==> src/rtl/fft_agu_if.sv <==
// fft_agu port bundle: start/inverse in, sweep status and addresses out.
// `inverse` exists only when FFT_AGU_INVERSE_EN is defined.
interface fft_agu_if #(
  parameter int LOG2N = 8
);
  logic             start;
`ifdef FFT_AGU_INVERSE_EN
  logic             inverse;
`endif
  logic             busy;
  logic             done;
  logic [7:0]       tw_addr;
  logic             bf_valid;
  logic [LOG2N-1:0] bf_addr_a;
  logic [LOG2N-1:0] bf_addr_b;
  logic [2:0]       bf_stage;
  logic             bf_last;

  modport master (
    input  start,
`ifdef FFT_AGU_INVERSE_EN
    input  inverse,
`endif
    output busy,
    output done,
    output tw_addr,
    output bf_valid,
    output bf_addr_a,
    output bf_addr_b,
    output bf_stage,
    output bf_last
  );

  modport slave (
    output start,
`ifdef FFT_AGU_INVERSE_EN
    output inverse,
`endif
    input  busy,
    input  done,
    input  tw_addr,
    input  bf_valid,
    input  bf_addr_a,
    input  bf_addr_b,
    input  bf_stage,
    input  bf_last
  );
endinterface

==> src/rtl/fft_agu.sv <==
// Radix-2 DIT FFT address generator: twiddle ROM address plus aligned RAM legs.
// Define FFT_AGU_INVERSE_EN to add the `inverse` (conjugate twiddle) input.
module fft_agu #(
  parameter int LOG2N     = 8,
  parameter int STAGE_GAP = 2
) (
  input logic      clk,
  input logic      rst_n,
  fft_agu_if.master bus
);

  localparam int W = LOG2N;
  localparam logic [W-1:0] ONE   = {{(W-1){1'b0}}, 1'b1};
  localparam logic [W-1:0] BMAX  = {1'b0, {(W-1){1'b1}}};
  localparam logic [3:0]   SEND  = 4'(LOG2N);
  localparam logic [3:0]   SLAST = 4'(LOG2N - 1);
  localparam logic [3:0]   GMAX  = 4'(STAGE_GAP - 1);

  typedef enum logic [1:0] {
    IDLE,
    RUN,
    GAP,
    FIN
  } state_t;

  state_t         state;
  logic [3:0]     st;
  logic [3:0]     gcnt;
  logic [W-1:0]   bc;
  logic           busy_q;
  logic           done_q;

  logic           iss_v;
  logic           iss_last;
  logic [W-1:0]   iss_a;
  logic [W-1:0]   iss_b;
  logic [2:0]     iss_s;
  logic [7:0]     tw_q;

  logic           bf_v;
  logic           bf_l;
  logic [W-1:0]   bf_a;
  logic [W-1:0]   bf_b;
  logic [2:0]     bf_s;

`ifdef FFT_AGU_INVERSE_EN
  logic           inv_q;
  logic           inv_sel;
`endif

  logic           nxt_iss;
  logic [3:0]     ns;
  logic [W-1:0]   nb;
  logic [2:0]     s3;
  logic [3:0]     sh1;
  logic [W-1:0]   half;
  logic [W-1:0]   jj;
  logic [W-1:0]   grp;
  logic [W-1:0]   na;
  logic [W-1:0]   nb2;
  logic [7:0]     tw_f;
  logic [7:0]     tw_n;
  logic           nlast;

  // Look ahead to the butterfly issued in the next cycle so tw_addr is a flop.
  always_comb begin
    nxt_iss = 1'b0;
    ns      = st;
    nb      = bc;
    unique case (state)
      IDLE: begin
        nxt_iss = bus.start;
        ns      = '0;
        nb      = '0;
      end
      RUN: begin
        nxt_iss = (bc != BMAX);
        nb      = bc + ONE;
      end
      GAP: begin
        nxt_iss = (gcnt == GMAX) && (st != SEND);
        nb      = '0;
      end
      FIN: begin
        nxt_iss = 1'b0;
      end
    endcase
  end

  always_comb begin
    s3    = ns[2:0];
    sh1   = {1'b0, s3} + 4'd1;
    half  = ONE << s3;
    jj    = nb & (half - ONE);
    grp   = nb >> s3;
    na    = (grp << sh1) | jj;
    nb2   = na + half;
    tw_f  = 8'(jj) << (3'd7 - s3);
    nlast = (ns == SLAST) && (nb == BMAX);
  end

`ifdef FFT_AGU_INVERSE_EN
  always_comb begin
    inv_sel = (state == IDLE) ? bus.inverse : inv_q;
    tw_n    = inv_sel ? (8'd0 - tw_f) : tw_f;
  end
`else
  assign tw_n = tw_f;
`endif

  always_ff @(posedge clk or negedge rst_n) begin
    if (!rst_n) begin
      state    <= IDLE;
      st       <= '0;
      gcnt     <= '0;
      bc       <= '0;
      busy_q   <= 1'b0;
      done_q   <= 1'b0;
      iss_v    <= 1'b0;
      iss_last <= 1'b0;
      iss_a    <= '0;
      iss_b    <= '0;
      iss_s    <= '0;
      tw_q     <= '0;
      bf_v     <= 1'b0;
      bf_l     <= 1'b0;
      bf_a     <= '0;
      bf_b     <= '0;
      bf_s     <= '0;
`ifdef FFT_AGU_INVERSE_EN
      inv_q    <= 1'b0;
`endif
    end else begin
      bf_v  <= iss_v;
      bf_l  <= iss_v & iss_last;
      bf_a  <= iss_a;
      bf_b  <= iss_b;
      bf_s  <= iss_s;
      iss_v <= nxt_iss;
      if (nxt_iss) begin
        tw_q     <= tw_n;
        iss_a    <= na;
        iss_b    <= nb2;
        iss_s    <= s3;
        iss_last <= nlast;
      end
      unique case (state)
        IDLE: begin
          if (bus.start) begin
            state  <= RUN;
            st     <= '0;
            bc     <= '0;
            busy_q <= 1'b1;
`ifdef FFT_AGU_INVERSE_EN
            inv_q  <= bus.inverse;
`endif
          end
        end
        RUN: begin
          if (bc == BMAX) begin
            state <= GAP;
            bc    <= '0;
            st    <= st + 4'd1;
            gcnt  <= '0;
          end else begin
            bc <= bc + ONE;
          end
        end
        GAP: begin
          if (gcnt == GMAX) begin
            if (st == SEND) begin
              state  <= FIN;
              done_q <= 1'b1;
            end else begin
              state <= RUN;
            end
          end else begin
            gcnt <= gcnt + 4'd1;
          end
        end
        FIN: begin
          state  <= IDLE;
          done_q <= 1'b0;
          busy_q <= 1'b0;
        end
      endcase
    end
  end

  assign bus.busy      = busy_q;
  assign bus.done      = done_q;
  assign bus.tw_addr   = tw_q;
  assign bus.bf_valid  = bf_v;
  assign bus.bf_addr_a = bf_a;
  assign bus.bf_addr_b = bf_b;
  assign bus.bf_stage  = bf_s;
  assign bus.bf_last   = bf_l;

endmodule

==> src/flat_wrapper.sv <==
// flat-port wrapper written by rule: the top's interface ports become plain ports
module fft_agu_flat 
#(
  parameter int LOG2N     = 8,
  parameter int STAGE_GAP = 2
)
  (clk, rst_n, bus_start, bus_busy, bus_done, bus_tw_addr, bus_bf_valid, bus_bf_addr_a, bus_bf_addr_b, bus_bf_stage, bus_bf_last);
  fft_agu_if #(.LOG2N(LOG2N)) bus_i ();
  input logic clk;
  input logic rst_n;
  input wire logic [$bits(bus_i.start)-1:0] bus_start;
  output wire logic [$bits(bus_i.busy)-1:0] bus_busy;
  output wire logic [$bits(bus_i.done)-1:0] bus_done;
  output wire logic [$bits(bus_i.tw_addr)-1:0] bus_tw_addr;
  output wire logic [$bits(bus_i.bf_valid)-1:0] bus_bf_valid;
  output wire logic [$bits(bus_i.bf_addr_a)-1:0] bus_bf_addr_a;
  output wire logic [$bits(bus_i.bf_addr_b)-1:0] bus_bf_addr_b;
  output wire logic [$bits(bus_i.bf_stage)-1:0] bus_bf_stage;
  output wire logic [$bits(bus_i.bf_last)-1:0] bus_bf_last;
  assign bus_i.start = bus_start;
  assign bus_busy = bus_i.busy;
  assign bus_done = bus_i.done;
  assign bus_tw_addr = bus_i.tw_addr;
  assign bus_bf_valid = bus_i.bf_valid;
  assign bus_bf_addr_a = bus_i.bf_addr_a;
  assign bus_bf_addr_b = bus_i.bf_addr_b;
  assign bus_bf_stage = bus_i.bf_stage;
  assign bus_bf_last = bus_i.bf_last;
  fft_agu #(.LOG2N(LOG2N), .STAGE_GAP(STAGE_GAP)) u_core (.clk(clk), .rst_n(rst_n), .bus(bus_i));
endmodule
==> config.mk <==
export PLATFORM = sky130hd
export DESIGN_NAME = fft_agu_flat
export DESIGN_NICKNAME = d
export VERILOG_FILES = /design/src/rtl/fft_agu_if.sv /design/src/rtl/fft_agu.sv /design/src/flat_wrapper.sv
export SDC_FILE = /design/constraint.sdc
export NUM_CORES = 1
export LEC_CHECK = 0
export ABC_CLOCK_PERIOD_IN_PS = 4100
export BUFFER_PORTS_ARGS = -buffer_cell sky130_fd_sc_hd__buf_2
export CAP_MARGIN = 40
export CORE_MARGIN = 10
export CORE_UTILIZATION = 24
export CTS_BUF_LIST = sky130_fd_sc_hd__clkbuf_4
export CTS_CLUSTER_SIZE = 25
export DETAILED_ROUTE_END_ITERATION = 12
export SKIP_CTS_REPAIR_TIMING = 1
export SYNTH_ARGS = -nofsm -noshare
export SYNTH_HDL_FRONTEND = slang
export SYNTH_SLANG_ARGS = --single-unit
==> constraint.sdc <==
create_clock -name clk -period 4.1 [get_ports clk]
set_clock_uncertainty 0.05 [all_clocks]
set_input_delay 0.205 -clock clk [delete_from_list [all_inputs] [get_ports clk]]
set_output_delay 0.205 -clock clk [all_outputs]
set_load 0.02 [all_outputs]
==> metrics <==
status completed; first-pass GRT wire length 19,190 um; sum of negative setup slack 0 ns; critical path endpoint category flop; fin crit share 94.83%; number of synthesized flops with an enable pin 0; Leak 0.002381 uW; f_max 0.2572 GHz; starting density of the core 24.68%; reg-to-reg startpoint u_core.state[1]$_DFFE_PN0P_; routed len/inst 14.81 um; register area share after synthesis 38.98%; Root Buffer clkbuf_4; worst-path maximum fanout 7; critical-path cell list inv_1 -> ha_4 -> buf_4 -> buf_4 -> nand2_1 -> a21o_1 -> nand3_1 -> a22oi_2 -> o22ai_4 -> o2bb2ai_2 -> nand2_1 -> nand3_1 -> ha_1 -> or2_2 -> a21oi_1 -> a31oi_1 -> xor2_1 -> nor3_1 -> a31oi_1 -> o211ai_1; Top Ports 34; commonest cells after routing, fill and taps aside nand2_1 (66), dfrtp_1 (66), nor2_1 (43); unrepaired setup endpoints after global routing no; Post-Synth Simple-Gate Area 22.47%; post-route cell area 5343 sq um; final hold vios 0; Ys Warns 0; Final min period 3.888 ns; share of layout cells above drive strength 1 23.67%; Vias per Instance 4.954; Detailed Route Iter0 Violations 324; slew margin rel. 59.83%; TritonCTS Sinks 70; critical path launch point type flop; Int Power 1922 uW; Mapped Area 4494 sq um; Net Sw Power 1822 uW; post-synthesis mux area share 2.923%; Reg2Reg Setup Slack 0.21 ns; Slowest cell on crit path dfrtp_1; critical path arrival 4.18 ns; Yosys reg bits 70; number of fill cells in the layout 1,921; max-slew violation count 0; Comb power frac 60.5%; largest net degree at the start of global routing 37; max cap viols 0; sequential share of power 29.1%; Peak VDD IR 0.1840 mV; detailed placement HPWL 8902 um; residual DRC count 0; Die Y-Extent 156.8 um; Gate Count Post-Synth 512; WP data required 4.40 ns; initial antenna violation count 0; Pwr Density 700.7 nW/um^2; Hold Path Depth 3; crit path kind reg2reg; Worst Max-Slew Pin Slew 0.5962 ns; Cell Rows 49; r2r endpoint u_core.iss_b[7]$_DFFE_PN0P_; final setup fails 0; Synth Area in Adders 6.849%; clock buffer depth 2; # nets final 584; # port buffers 33; R2R depth 20; crit-path leading delay family compound AO/OA/AOI/OAI gates; HP Start bus_start; routability congestion estimate 0.8953; Main synth FF type dfrtp_1; Crit path buffers/inverters 3; largest family of logic cells by synthesized area simple AND/OR/NAND/NOR gates; Syn Nets 539; placed cell area 5056 sq um; total power 3744 uW; TritonCTS clock tree done; asr flop ratio synth 100.0%; Sw Share 48.66%; Register Area 1757 sq um; die area 24,600 sq um; Clk Latency, worst-skew pair 0.47 ns; Total GRT Usage 9.728%; Num CTS Buffers 9; Area Growth Syn to Fin 18.88%; Synth Area per Inst 8.778 sq um; GRT overflow 0; Post-Synth XOR/XNOR Area 1.364%; Critical Path Max Stage Delay 0.43 ns; # diodes 0; vias 3,919; clock share of power 10.4%; Core Util, Final 29.34%; router iterations before antenna repair 5; Total Wirelength 11,720 um; multi-input logic area 2676 sq um; CORE AREA 18,210 sq um; Reg clk slew, reported paths 0.12 ns; end point of the worst hold path u_core.bc[5]$_DFFE_PN0P_; H-tree Lvls 3; HP Class in2reg; number of global-route vias before repair 3,763; remaining antenna violation count 0; Yosys cell types 76; Compound-Gate Fraction of Synth Area 22.44%; die width 156.8 um
[state kept, by name, summed over array words and instances, names as in the netlist]
| signal | cells |
|---|---|
| u_core.bc | 8 |
| u_core.bus.bf_addr_a | 8 |
| u_core.bus.bf_addr_b | 8 |
| u_core.bus.bf_last | 1 |
| u_core.bus.bf_stage | 3 |
| u_core.bus.bf_valid | 1 |
| u_core.bus.busy | 1 |
| u_core.bus.done | 1 |
| u_core.bus.tw_addr | 8 |
| u_core.gcnt | 4 |
| u_core.iss_a | 8 |
| u_core.iss_b | 8 |
| u_core.iss_last | 1 |
| u_core.iss_s | 3 |
| u_core.iss_v | 1 |
| u_core.st | 4 |
| u_core.state | 2 |
[layer usage]
layer | up-vias | GRT usage (%) | wire, um
li1 | 1940 | - | -
met1 | 1847 | 12.23 | 5376
met2 | 104 | 15.11 | 5371
met3 | 28 | 3.125 | 702
met4 | 0 | 3.910 | 265
met5 | - | 0 | 0
[power groups by stage]
stage	sequential (uW)	clock, uW	combinational [uW]
after floorplan	1140	0	1450
after global placement	1090	0	2130
after detailed placement	1100	0	2130
after CTS	1080	411	2150
after global routing	1120	443	2510
final	1090	390	2260
[worst reg2reg max path, delay by kind of cell, from the launching register on]
family          cells  cell delay [ns]
fa+ha+maj           2             0.55
xor+xnor            1             0.30
simple gates        6             0.86
compound gates      8             1.16
flops               1             0.43
buf+inv             3             0.45
[synthesized netlist by cell type (3+ instances only)]
cell      instances  area, sq um
a31oi_1           9        56.30
or2_2             5        31.28
buf_2            17        85.08
dfrtp_1          70         1752
xnor2_1           3        26.28
nand3_1          16        80.08
o31ai_1           3        22.52
nand4_1           4        25.02
nor2_1           43        161.4
inv_1            15        56.30
buf_1             3        11.26
mux2_2            3        33.78
clkbuf_1         11        41.29
and2_1           10        62.56
a21o_1           10        75.07
a21oi_1          29        145.1
nor3_1           17        85.08
inv_2             3        11.26
nand2_1          68        255.2
nand3b_1          3        22.52
a22oi_1           6        45.04
mux2i_1           6        60.06
nand2b_1          9        56.30
a22o_1            4        35.03
ha_1             23        287.8
a32oi_1           3        26.28
o21ai_0          36        180.2
xor2_1            4        35.03
nor3b_1           3        22.52
o211ai_1          6        45.04
o21ai_1           4        20.02
and3_1            6        37.54
[area by class of cell]
class,count,share of cell area (%)
inverters,19,1.335
flip-flops and latches,70,32.88
clock inverters,6,0.7260
multi-input cells,390,50.09
clock buffers,10,1.405
repair buffers,67,8.197
well taps,229,5.363
[metrics by stage]
stage | cells | hold WS, ns | setup WS (ns)
2_1_floorplan | 512 | -0.1406 | 0.05870
3_3_place_gp | 773 | 0.3068 | 0.1879
3_5_place_dp | 774 | 0.1456 | 0.08354
4_1_cts | 790 | -0.3944 | 0.04526
5_1_grt | 791 | 0.08231 | 0.005176
6_report | 791 | 0.07813 | 0.2121
[logic make-up (layout without fill, tap and decap cells)]
| family | count (synthesis) | after routing |
|---|---|---|
| AOI/OAI and AO/OA | 146 | 146 |
| xor gates and xnor gates | 7 | 7 |
| adders and majority gates | 24 | 24 |
| muxes | 11 | 11 |
| DFF | 70 | 70 |
| buffers and inverters | 52 | 102 |
| and+or+nand+nor | 202 | 202 |
[worst max-delay path by stage]
stage | from | to | slack, ns | cells after the start
5_1_grt | u_core.state[0]$_DFFE_PN0P_ | u_core.iss_b[7]$_DFFE_PN0P_ | 0.005 | 20
2_1_floorplan | u_core.state[0]$_DFFE_PN0P_ | u_core.iss_b[6]$_DFFE_PN0P_ | 0.06 | 21
4_1_cts | u_core.state[1]$_DFFE_PN0P_ | u_core.iss_b[7]$_DFFE_PN0P_ | 0.05 | 17
3_5_place_dp | u_core.state[1]$_DFFE_PN0P_ | u_core.iss_b[7]$_DFFE_PN0P_ | 0.08 | 17
6_report | u_core.state[1]$_DFFE_PN0P_ | u_core.iss_b[7]$_DFFE_PN0P_ | 0.21 | 20
3_3_place_gp | u_core.state[1]$_DFFE_PN0P_ | u_core.iss_b[7]$_DFFE_PN0P_ | 0.19 | 17
(Power assumes the default switching activity.)
